File: config.mk
export PLATFORM = sky130hd
export DESIGN_NAME = mem_port_arbiter_flat
export DESIGN_NICKNAME = d
export VERILOG_FILES = /design/src/rtl/mem_port_arbiter_pkg.sv /design/src/rtl/mem_port_arbiter_if.sv /design/src/rtl/mem_port_arbiter_starve_ctr.sv /design/src/rtl/mem_port_arbiter.sv /design/src/flat_wrapper.sv
export SDC_FILE = /design/constraint.sdc
export NUM_CORES = 1
export LEC_CHECK = 0
export CORE_MARGIN = 4
export CORE_UTILIZATION = 30
export DETAILED_ROUTE_END_ITERATION = 8
export GPL_TIMING_DRIVEN = 0
export PLACE_DENSITY = 0.7
export RECOVER_POWER = 100
export SETUP_SLACK_MARGIN = 0.05
export SLEW_MARGIN = 5
export SYNTH_ARGS = -nofsm -noshare
export SYNTH_HDL_FRONTEND = slang
export SYNTH_SLANG_ARGS = --single-unit
File: constraint.sdc
create_clock -name clk -period 1.6 [get_ports clk]
set_input_delay 0.32 -clock clk [delete_from_list [all_inputs] [get_ports clk]]
set_output_delay 0.32 -clock clk [all_outputs]
set_load 0.005 [all_outputs]
File: src/rtl/mem_port_arbiter_pkg.sv
// mem_arb_pkg: shared types and constants for the unified-memory port arbiter.
package mem_arb_pkg;
   typedef enum logic [1:0] {IDLE, BUSY_IF, BUSY_D} state_t;
   typedef enum logic {OWN_IF, OWN_D} owner_t;
   localparam int MEM_ARB_CNT_W = 4;
endpackage

File: src/rtl/mem_port_arbiter_if.sv
// mem_port_arbiter_if: fetch, data and memory handshake bundle; slave is the arbiter, master is the core/memory side.
interface mem_port_arbiter_if;
   logic if_req, if_gnt, if_valid, if_stall;
   logic [31:0] if_addr, if_rdata;
   logic d_req, d_we, d_gnt, d_valid, d_stall;
   logic [2:0] d_funct3;
   logic [31:0] d_addr, d_wdata, d_rdata;
   logic mem_en, mem_we, mem_ready;
   logic [2:0] mem_funct3;
   logic [31:0] mem_addr, mem_wdata, mem_rdata;
   modport slave (
      input if_req, if_addr, d_req, d_we, d_addr, d_funct3, d_wdata, mem_ready, mem_rdata,
      output if_gnt, if_valid, if_rdata, if_stall, d_gnt, d_valid, d_rdata, d_stall,
      output mem_en, mem_we, mem_addr, mem_funct3, mem_wdata
   );
   modport master (
      output if_req, if_addr, d_req, d_we, d_addr, d_funct3, d_wdata, mem_ready, mem_rdata,
      input if_gnt, if_valid, if_rdata, if_stall, d_gnt, d_valid, d_rdata, d_stall,
      input mem_en, mem_we, mem_addr, mem_funct3, mem_wdata
   );
endinterface

File: src/rtl/mem_port_arbiter_starve_ctr.sv
// mem_arb_starve_ctr: counts data grants issued while fetch waits; force_if asks the arbiter to serve fetch next.
module mem_arb_starve_ctr
   import mem_arb_pkg::*;
#(parameter int STARVE_MAX = 4)
(
   input logic clk,
   input logic reset,
   input logic if_req,
   input logic if_issue,
   input logic d_issue,
   output logic force_if
);
   logic [MEM_ARB_CNT_W-1:0] cnt;
   assign force_if = cnt == MEM_ARB_CNT_W'(STARVE_MAX);
   always_ff @(posedge clk)
      if (reset || if_issue || !if_req) cnt <= '0;
      else if (d_issue && !force_if) cnt <= cnt + 1'b1;
endmodule

File: src/rtl/mem_port_arbiter.sv
// mem_port_arbiter: shares one single-port memory between fetch and data, data first.
// Define MEM_ARB_FAIRNESS_EN to force a fetch grant after STARVE_MAX consecutive data grants.
module mem_port_arbiter
   import mem_arb_pkg::*;
#(parameter int STARVE_MAX = 4)
(
   input logic clk,
   input logic reset,
   mem_port_arbiter_if.slave bus
);
   state_t state;
   owner_t win;
   logic force_if, if_ok, d_ok, free, pick_d, pick_if, issue, done_if, done_d;
   if (STARVE_MAX < 1 || STARVE_MAX > 15) begin : g_chk
      $error("STARVE_MAX must be in 1..15");
   end
`ifdef MEM_ARB_FAIRNESS_EN
   mem_arb_starve_ctr #(.STARVE_MAX(STARVE_MAX)) u_starve (
      .clk(clk),
      .reset(reset),
      .if_req(bus.if_req),
      .if_issue(free && pick_if),
      .d_issue(free && pick_d),
      .force_if(force_if)
   );
`else
   assign force_if = 1'b0;
`endif
   // A request is still high during its own grant pulse; it must not win again.
   assign if_ok = bus.if_req && !bus.if_gnt;
   assign d_ok = bus.d_req && !bus.d_gnt;
   assign done_if = state == BUSY_IF && bus.mem_ready;
   assign done_d = state == BUSY_D && bus.mem_ready;
   assign free = state == IDLE || done_if || done_d;
   assign pick_d = d_ok && !(force_if && if_ok);
   assign pick_if = if_ok && !pick_d;
   assign issue = free && (pick_d || pick_if);
   assign win = pick_d ? OWN_D : OWN_IF;
   assign bus.if_stall = bus.if_req && !done_if;
   assign bus.d_stall = bus.d_req && !done_d;
   always_ff @(posedge clk)
      if (reset) begin
         state <= IDLE;
         {bus.if_gnt, bus.if_valid, bus.d_gnt, bus.d_valid, bus.mem_en, bus.mem_we} <= '0;
         bus.mem_addr <= '0;
         bus.mem_funct3 <= '0;
         bus.mem_wdata <= '0;
         bus.if_rdata <= '0;
         bus.d_rdata <= '0;
      end else begin
         bus.if_gnt <= free && pick_if;
         bus.d_gnt <= free && pick_d;
         bus.mem_en <= issue;
         bus.if_valid <= done_if;
         bus.d_valid <= done_d;
         if (done_if) bus.if_rdata <= bus.mem_rdata;
         if (done_d) bus.d_rdata <= bus.mem_we ? '0 : bus.mem_rdata;
         if (free) state <= !issue ? IDLE : win == OWN_D ? BUSY_D : BUSY_IF;
         if (issue) begin
            bus.mem_we <= win == OWN_D && bus.d_we;
            bus.mem_addr <= win == OWN_D ? bus.d_addr : bus.if_addr;
            bus.mem_funct3 <= win == OWN_D ? bus.d_funct3 : 3'b010;
            bus.mem_wdata <= win == OWN_D ? bus.d_wdata : '0;
         end
      end
endmodule
File: src/flat_wrapper.sv
// flat-port wrapper written by rule: the top's interface ports become plain ports
module mem_port_arbiter_flat import mem_arb_pkg::*;
#(parameter int STARVE_MAX = 4)
  (clk, reset, bus_if_req, bus_if_addr, bus_d_req, bus_d_we, bus_d_addr, bus_d_funct3, bus_d_wdata, bus_mem_ready, bus_mem_rdata, bus_if_gnt, bus_if_valid, bus_if_rdata, bus_if_stall, bus_d_gnt, bus_d_valid, bus_d_rdata, bus_d_stall, bus_mem_en, bus_mem_we, bus_mem_addr, bus_mem_funct3, bus_mem_wdata);
  mem_port_arbiter_if bus_i ();
  input logic clk;
  input logic reset;
  input wire logic [$bits(bus_i.if_req)-1:0] bus_if_req;
  input wire logic [$bits(bus_i.if_addr)-1:0] bus_if_addr;
  input wire logic [$bits(bus_i.d_req)-1:0] bus_d_req;
  input wire logic [$bits(bus_i.d_we)-1:0] bus_d_we;
  input wire logic [$bits(bus_i.d_addr)-1:0] bus_d_addr;
  input wire logic [$bits(bus_i.d_funct3)-1:0] bus_d_funct3;
  input wire logic [$bits(bus_i.d_wdata)-1:0] bus_d_wdata;
  input wire logic [$bits(bus_i.mem_ready)-1:0] bus_mem_ready;
  input wire logic [$bits(bus_i.mem_rdata)-1:0] bus_mem_rdata;
  output wire logic [$bits(bus_i.if_gnt)-1:0] bus_if_gnt;
  output wire logic [$bits(bus_i.if_valid)-1:0] bus_if_valid;
  output wire logic [$bits(bus_i.if_rdata)-1:0] bus_if_rdata;
  output wire logic [$bits(bus_i.if_stall)-1:0] bus_if_stall;
  output wire logic [$bits(bus_i.d_gnt)-1:0] bus_d_gnt;
  output wire logic [$bits(bus_i.d_valid)-1:0] bus_d_valid;
  output wire logic [$bits(bus_i.d_rdata)-1:0] bus_d_rdata;
  output wire logic [$bits(bus_i.d_stall)-1:0] bus_d_stall;
  output wire logic [$bits(bus_i.mem_en)-1:0] bus_mem_en;
  output wire logic [$bits(bus_i.mem_we)-1:0] bus_mem_we;
  output wire logic [$bits(bus_i.mem_addr)-1:0] bus_mem_addr;
  output wire logic [$bits(bus_i.mem_funct3)-1:0] bus_mem_funct3;
  output wire logic [$bits(bus_i.mem_wdata)-1:0] bus_mem_wdata;
  assign bus_i.if_req = bus_if_req;
  assign bus_i.if_addr = bus_if_addr;
  assign bus_i.d_req = bus_d_req;
  assign bus_i.d_we = bus_d_we;
  assign bus_i.d_addr = bus_d_addr;
  assign bus_i.d_funct3 = bus_d_funct3;
  assign bus_i.d_wdata = bus_d_wdata;
  assign bus_i.mem_ready = bus_mem_ready;
  assign bus_i.mem_rdata = bus_mem_rdata;
  assign bus_if_gnt = bus_i.if_gnt;
  assign bus_if_valid = bus_i.if_valid;
  assign bus_if_rdata = bus_i.if_rdata;
  assign bus_if_stall = bus_i.if_stall;
  assign bus_d_gnt = bus_i.d_gnt;
  assign bus_d_valid = bus_i.d_valid;
  assign bus_d_rdata = bus_i.d_rdata;
  assign bus_d_stall = bus_i.d_stall;
  assign bus_mem_en = bus_i.mem_en;
  assign bus_mem_we = bus_i.mem_we;
  assign bus_mem_addr = bus_i.mem_addr;
  assign bus_mem_funct3 = bus_i.mem_funct3;
  assign bus_mem_wdata = bus_i.mem_wdata;
  mem_port_arbiter #(.STARVE_MAX(STARVE_MAX)) u_core (.clk(clk), .reset(reset), .bus(bus_i));
endmodule
* Word-level counts from Yosys, hierarchy flattened
Cells that the tools add are included.
** Storage, ports and cells
- Output and inout port bits :: 139
- Bits in read-only memories :: 0
- RAM bits :: 0
- Bits of input ports :: 137
- Memories kept :: 0
- Flip-flop bits (word level) :: 139
- Latch bits :: 0
- Logic and storage cells :: 41
** Operators by class
- Reduce and logical (&&, ||, !) cells :: 20
- Mux-type cells :: 7
- Div/mod/pow operators :: 0
- Add/sub/neg operators :: 0
- Eq/ne operators :: 2
- $lt $le $gt $ge :: 0
- Multipliers :: 0
- Bitwise gates (word level) :: 0
- Shifts and indexed selects :: 0
** Operators by type and width (count)
- $mux W32 :: 3
- $logic_and A1 B1 Y1 :: 11
- $logic_not A1 Y1 :: 5
- $mux W2 :: 2
- $logic_or A1 B1 Y1 :: 3
- $mux W3 :: 1
- $eq A2 B1 Y1 const B :: 1
- $eq A2 B2 Y1 const B :: 1
- $logic_not A2 Y1 :: 1
- $mux W1 :: 1

* Longest topological paths before layout
- Depth in word-level cells :: 7
- Gate-level depth with buffers :: 6
- Mapped depth without buffers :: 4

* Worst setup path after synthesis
OpenSTA, ideal clock, no wires.
- Kind :: input to register
- From :: in reset
- To :: reg u_core.bus.mem_addr[20]
- Arrival time :: 1.300 ns
- Stages on the path :: 4
- Required time :: 1.453 ns
- Buffers on the path :: 3
- Setup time :: 0.147 ns
- Slack :: 0.153 ns
- Cells stage by stage :: clkbuf_1 > clkbuf_1 > clkbuf_1 > a311oi_2
** RTL lines
- start, declared :: line flat_wrapper.sv:7 : input logic reset;
- end signal, assigned :: line mem_port_arbiter.sv:61 : bus.mem_addr <= win == OWN_D ? bus.d_addr : bus.if_addr;
- end, declared :: line mem_port_arbiter_if.sv:14 : output mem_en, mem_we, mem_addr, mem_funct3, mem_wdata
No word-level cell between the ends.

* Worst setup path in the final report
- From :: reg u_core.state[1]
- To :: out bus_if_stall
** On the way
- Longest elaborated chain between the ends :: 4
** RTL lines
- start, declared :: line mem_port_arbiter.sv:11 : state_t state;
- start signal, assigned :: line mem_port_arbiter.sv:58 : if (free) state <= !issue ? IDLE : win == OWN_D ? BUSY_D : BUSY_IF;
- $eq A2 B1 Y1 :: line mem_port_arbiter.sv:32 : assign done_if = state == BUSY_IF && bus.mem_ready;
- $logic_and A1 B1 Y1 :: line mem_port_arbiter.sv:32
- $logic_not A1 Y1 :: line mem_port_arbiter.sv:39 : assign bus.if_stall = bus.if_req && !done_if;
- $logic_and A1 B1 Y1 :: line mem_port_arbiter.sv:39
- end, declared :: line flat_wrapper.sv:20 : output wire logic [$bits(bus_i.if_stall)-1:0] bus_if_stall;
No other way between the ends.

==> flow_metrics.env <==
export IMPL_gp_congestion=0.7917
export IMPL_place_inst=1083
export IMPL_worst_pin_slew_ns=0.6304
export IMPL_num_nets_final=1034
export IMPL_multi_input_area_um2=2484
export IMPL_finalHoldViolations=0
export IMPL_finalSetupViolations=2
export IMPL_grt_pass1_vias=5039
export IMPL_vdd_ir_drop_max_mv=0.6943
export IMPL_ant_nets=0
export IMPL_cp_cell_sequence="nor2b_4 > nand2_4 > clkbuf_16 > and2_4 > buf_6"
export IMPL_die_w_um=140.7
export IMPL_finalCriticalPeriod_ns=1.655
export IMPL_grt_usage=0.1785
export IMPL_area_growth_pct=82.38
export IMPL_die_h_um=140.7
export IMPL_seq_area_um2=2798
export IMPL_worstPathRequired_ns=1.28
export IMPL_port_buffer_count=274
export IMPL_syn_inst=584
export IMPL_dp_slack_ns=-1.045
export IMPL_layoutNonFillerInstCount=1136
export IMPL_fill_cells=1621
export IMPL_die_area_um2=19800
export IMPL_cp_end_kind="primary output"
export IMPL_grt_max_degree=17
export IMPL_clock_skew_ns=0.008702
export IMPL_path_class="reg -> out"
export IMPL_start_util=0.3055
export IMPL_vias_per_cell=4.695
export IMPL_drc=0
export IMPL_p_leak_nw=4.174
export IMPL_vias=5334
export IMPL_p_per_area_nw_per_um2=1023
export IMPL_syn_nets=721
export IMPL_wl_per_cell_um=16.82
export IMPL_yosys_warnings=0
export IMPL_synth_seq_cells=139
export IMPL_crit_family="flip-flops"
export IMPL_io_pin_count=276
export IMPL_max_slew_margin_rel=0.5798
export IMPL_drt_pass1_iterations=4
export IMPL_drive_gt1_frac=0.1912
export IMPL_numCtsBuffers=17
export IMPL_slowest_stage="dfxtp_4"
export IMPL_violations="setup timing"
export IMPL_fmax_ghz=0.6042
export IMPL_cts_root_buf="clkbuf_16"
export IMPL_slowest_delay_ns=0.35
export IMPL_max_cap_violations=0
export IMPL_synth_cell_types=25
export IMPL_grt_pass1_wl_mm=27.98
export IMPL_cts_tree="yes"
export IMPL_critPathMaxFanout=2
export IMPL_clk_pin_slew_ns=0.06
export IMPL_antenna_found_initial=1
export IMPL_run_status="finished, violations left"
export IMPL_dp_hpwl_mm=13.49
export IMPL_path_buf_inv=2
export IMPL_finalMaxSlewViolations=0
export IMPL_seq_area_frac_synth=0.5266
export IMPL_rsz0062_at_grt="true"
export IMPL_syn_area_um2=5284
export IMPL_overflow=0
export IMPL_clockBufferDepth=2
export IMPL_synth_avg_cell_area_um2=9.048
export IMPL_fp_coreArea_um2=17300
export IMPL_clock_latency_ns=0.41
export IMPL_cp_arrival_ns=1.33
export IMPL_worst_slack_ns=-0.05495
export IMPL_rows=48
export IMPL_h_tree_depth=4
export IMPL_post_route_period_util=1.034
export IMPL_hp_class="reg -> reg"
export IMPL_clock_sinks=139
export IMPL_routed_wl_mm=19.11
export IMPL_cp_start_kind="flip-flop"
export IMPL_drtIter0Drc=174
==> power breakdown <==
group          leakage [nW]  internal (W)  switching, W
Clock                 0.286       0.00235       0.00167
Combinational          2.75       0.00114      0.000868
Sequential             1.14       0.00369      0.000141
==> per-stage QoR <==
step,setup TNS [ns],hold WS (ns),area [um2],total power [W],util
finish,-0.05761,0.4497,9637,0.009856,0.5571
CTS,-3.589,0.4532,8934,0.009519,0.5165
global placement,-65.24,0.4411,8308,0.005528,0.4803
detailed placement,-67.24,0.4466,8308,0.005543,0.4803
global route,-1.136,0.4532,9637,0.01030,0.5571
floorplan,0,0.4457,5284,0.004526,-
==> layout by cell type, fill, tap and decap left out, drive strengths merged <==
| cell type | n |
|---|---|
| a211o | 1 |
| a211oi | 2 |
| a21oi | 35 |
| a221oi | 1 |
| a22o | 32 |
| a311oi | 32 |
| a31oi | 1 |
| and2 | 3 |
| buf | 33 |
| bufinv | 2 |
| clkbuf | 58 |
| clkdlybuf4s50 | 134 |
| clkinv | 4 |
| clkinvlp | 3 |
| dfxtp | 139 |
| diode | 1 |
| dlygate4sd2 | 138 |
| inv | 41 |
| nand2 | 131 |
| nand2b | 40 |
| nor2 | 36 |
| nor2b | 5 |
| nor3 | 1 |
| nor3b | 1 |
| o21ba | 1 |
| o22ai | 1 |
| o32ai | 35 |
==> final cells by class <==
class                      count  area share
timing repair buffer         295      0.3030
antenna                        1   0.0002597
tap                          225     0.02921
multi-input combinational    358      0.2577
sequential                   139      0.2903
clock inverter                15     0.01870
inverter                      35     0.01363
clock buffer                  17     0.04414
buffer                        51     0.04298
==> cells in the mapped netlist (all sizes together) <==
cell type | count | area, um2
a211o | 1 | 8.760
a211oi | 2 | 15.01
a21oi | 35 | 175.2
a221oi | 1 | 15.01
a22o | 32 | 280.3
a311oi | 32 | 355.3
a31oi | 1 | 6.260
and2 | 3 | 18.77
buf | 23 | 137.6
clkbuf | 29 | 108.9
dfxtp | 139 | 2783
inv | 35 | 131.4
nand2 | 131 | 491.7
nand2b | 40 | 250.2
nor2 | 36 | 135.1
nor2b | 5 | 31.28
nor3 | 1 | 10.01
nor3b | 1 | 7.510
o21ba | 1 | 10.01
o22ai | 1 | 6.260
o32ai | 35 | 306.5
==> final timing paths <==
| check | cells past startpoint | startpoint | endpoint | slack, ns |
|---|---|---|---|---|
| max reg2reg | 6 | u_core.state[0]$_SDFFE_PP0P_ | u_core.bus.mem_addr[18]$_SDFFE_PP0P_ | 0.01 |
| min reg2reg | 2 | u_core.bus.if_rdata[25]$_SDFFE_PP0P_ | u_core.bus.if_rdata[25]$_SDFFE_PP0P_ | 0.45 |
| max | 5 | u_core.state[1]$_SDFFE_PP0P_ | bus_if_stall | -0.05 |
| min | 2 | u_core.bus.if_rdata[25]$_SDFFE_PP0P_ | u_core.bus.if_rdata[25]$_SDFFE_PP0P_ | 0.45 |
==> timing repair <==
| item | CTS | global route |
|---|---|---|
| gates cloned | 1 | 9 |
| endpoints found under the setup margin | 272 | 133 |
| setup buffers | 7 | 4 |
| pin swaps | 6 | 34 |
| hold buffers | 0 | 0 |
| resized for setup | 197 | 116 |
==> tightest hold or removal path: stages, from the launching register on <==
cell and delay, ns:
dfxtp_1 0.30, nand2_1 0.05, a21oi_1 0.05
==> metal layers <==
layer  routed length, um  GRT usage  vias to the layer above
met2                9073     0.2888                      206
met4                 461    0.05609                        0
met5                   0          0                        -
met3                1460    0.06411                       30
li1                    -          -                     2647
met1                8117     0.2230                     2451
==> registers in the layout (all words and copies together), names as in the netlist <==
register	count
u_core.bus.d_gnt	1
u_core.bus.d_rdata	32
u_core.bus.d_valid	1
u_core.bus.if_gnt	1
u_core.bus.if_rdata	32
u_core.bus.if_valid	1
u_core.bus.mem_addr	32
u_core.bus.mem_en	1
u_core.bus.mem_funct3	3
u_core.bus.mem_wdata	32
u_core.bus.mem_we	1
u_core.state	2
==> kinds of logic after synthesis <==
| logic type | Yosys count | synth area share |
|---|---|---|
| buf+inv | 87 | 0.07151 |
| flops | 139 | 0.5266 |
| compound gates | 141 | 0.2231 |
| simple gates | 217 | 0.1788 |
Power figures use the tool's default switching activity.
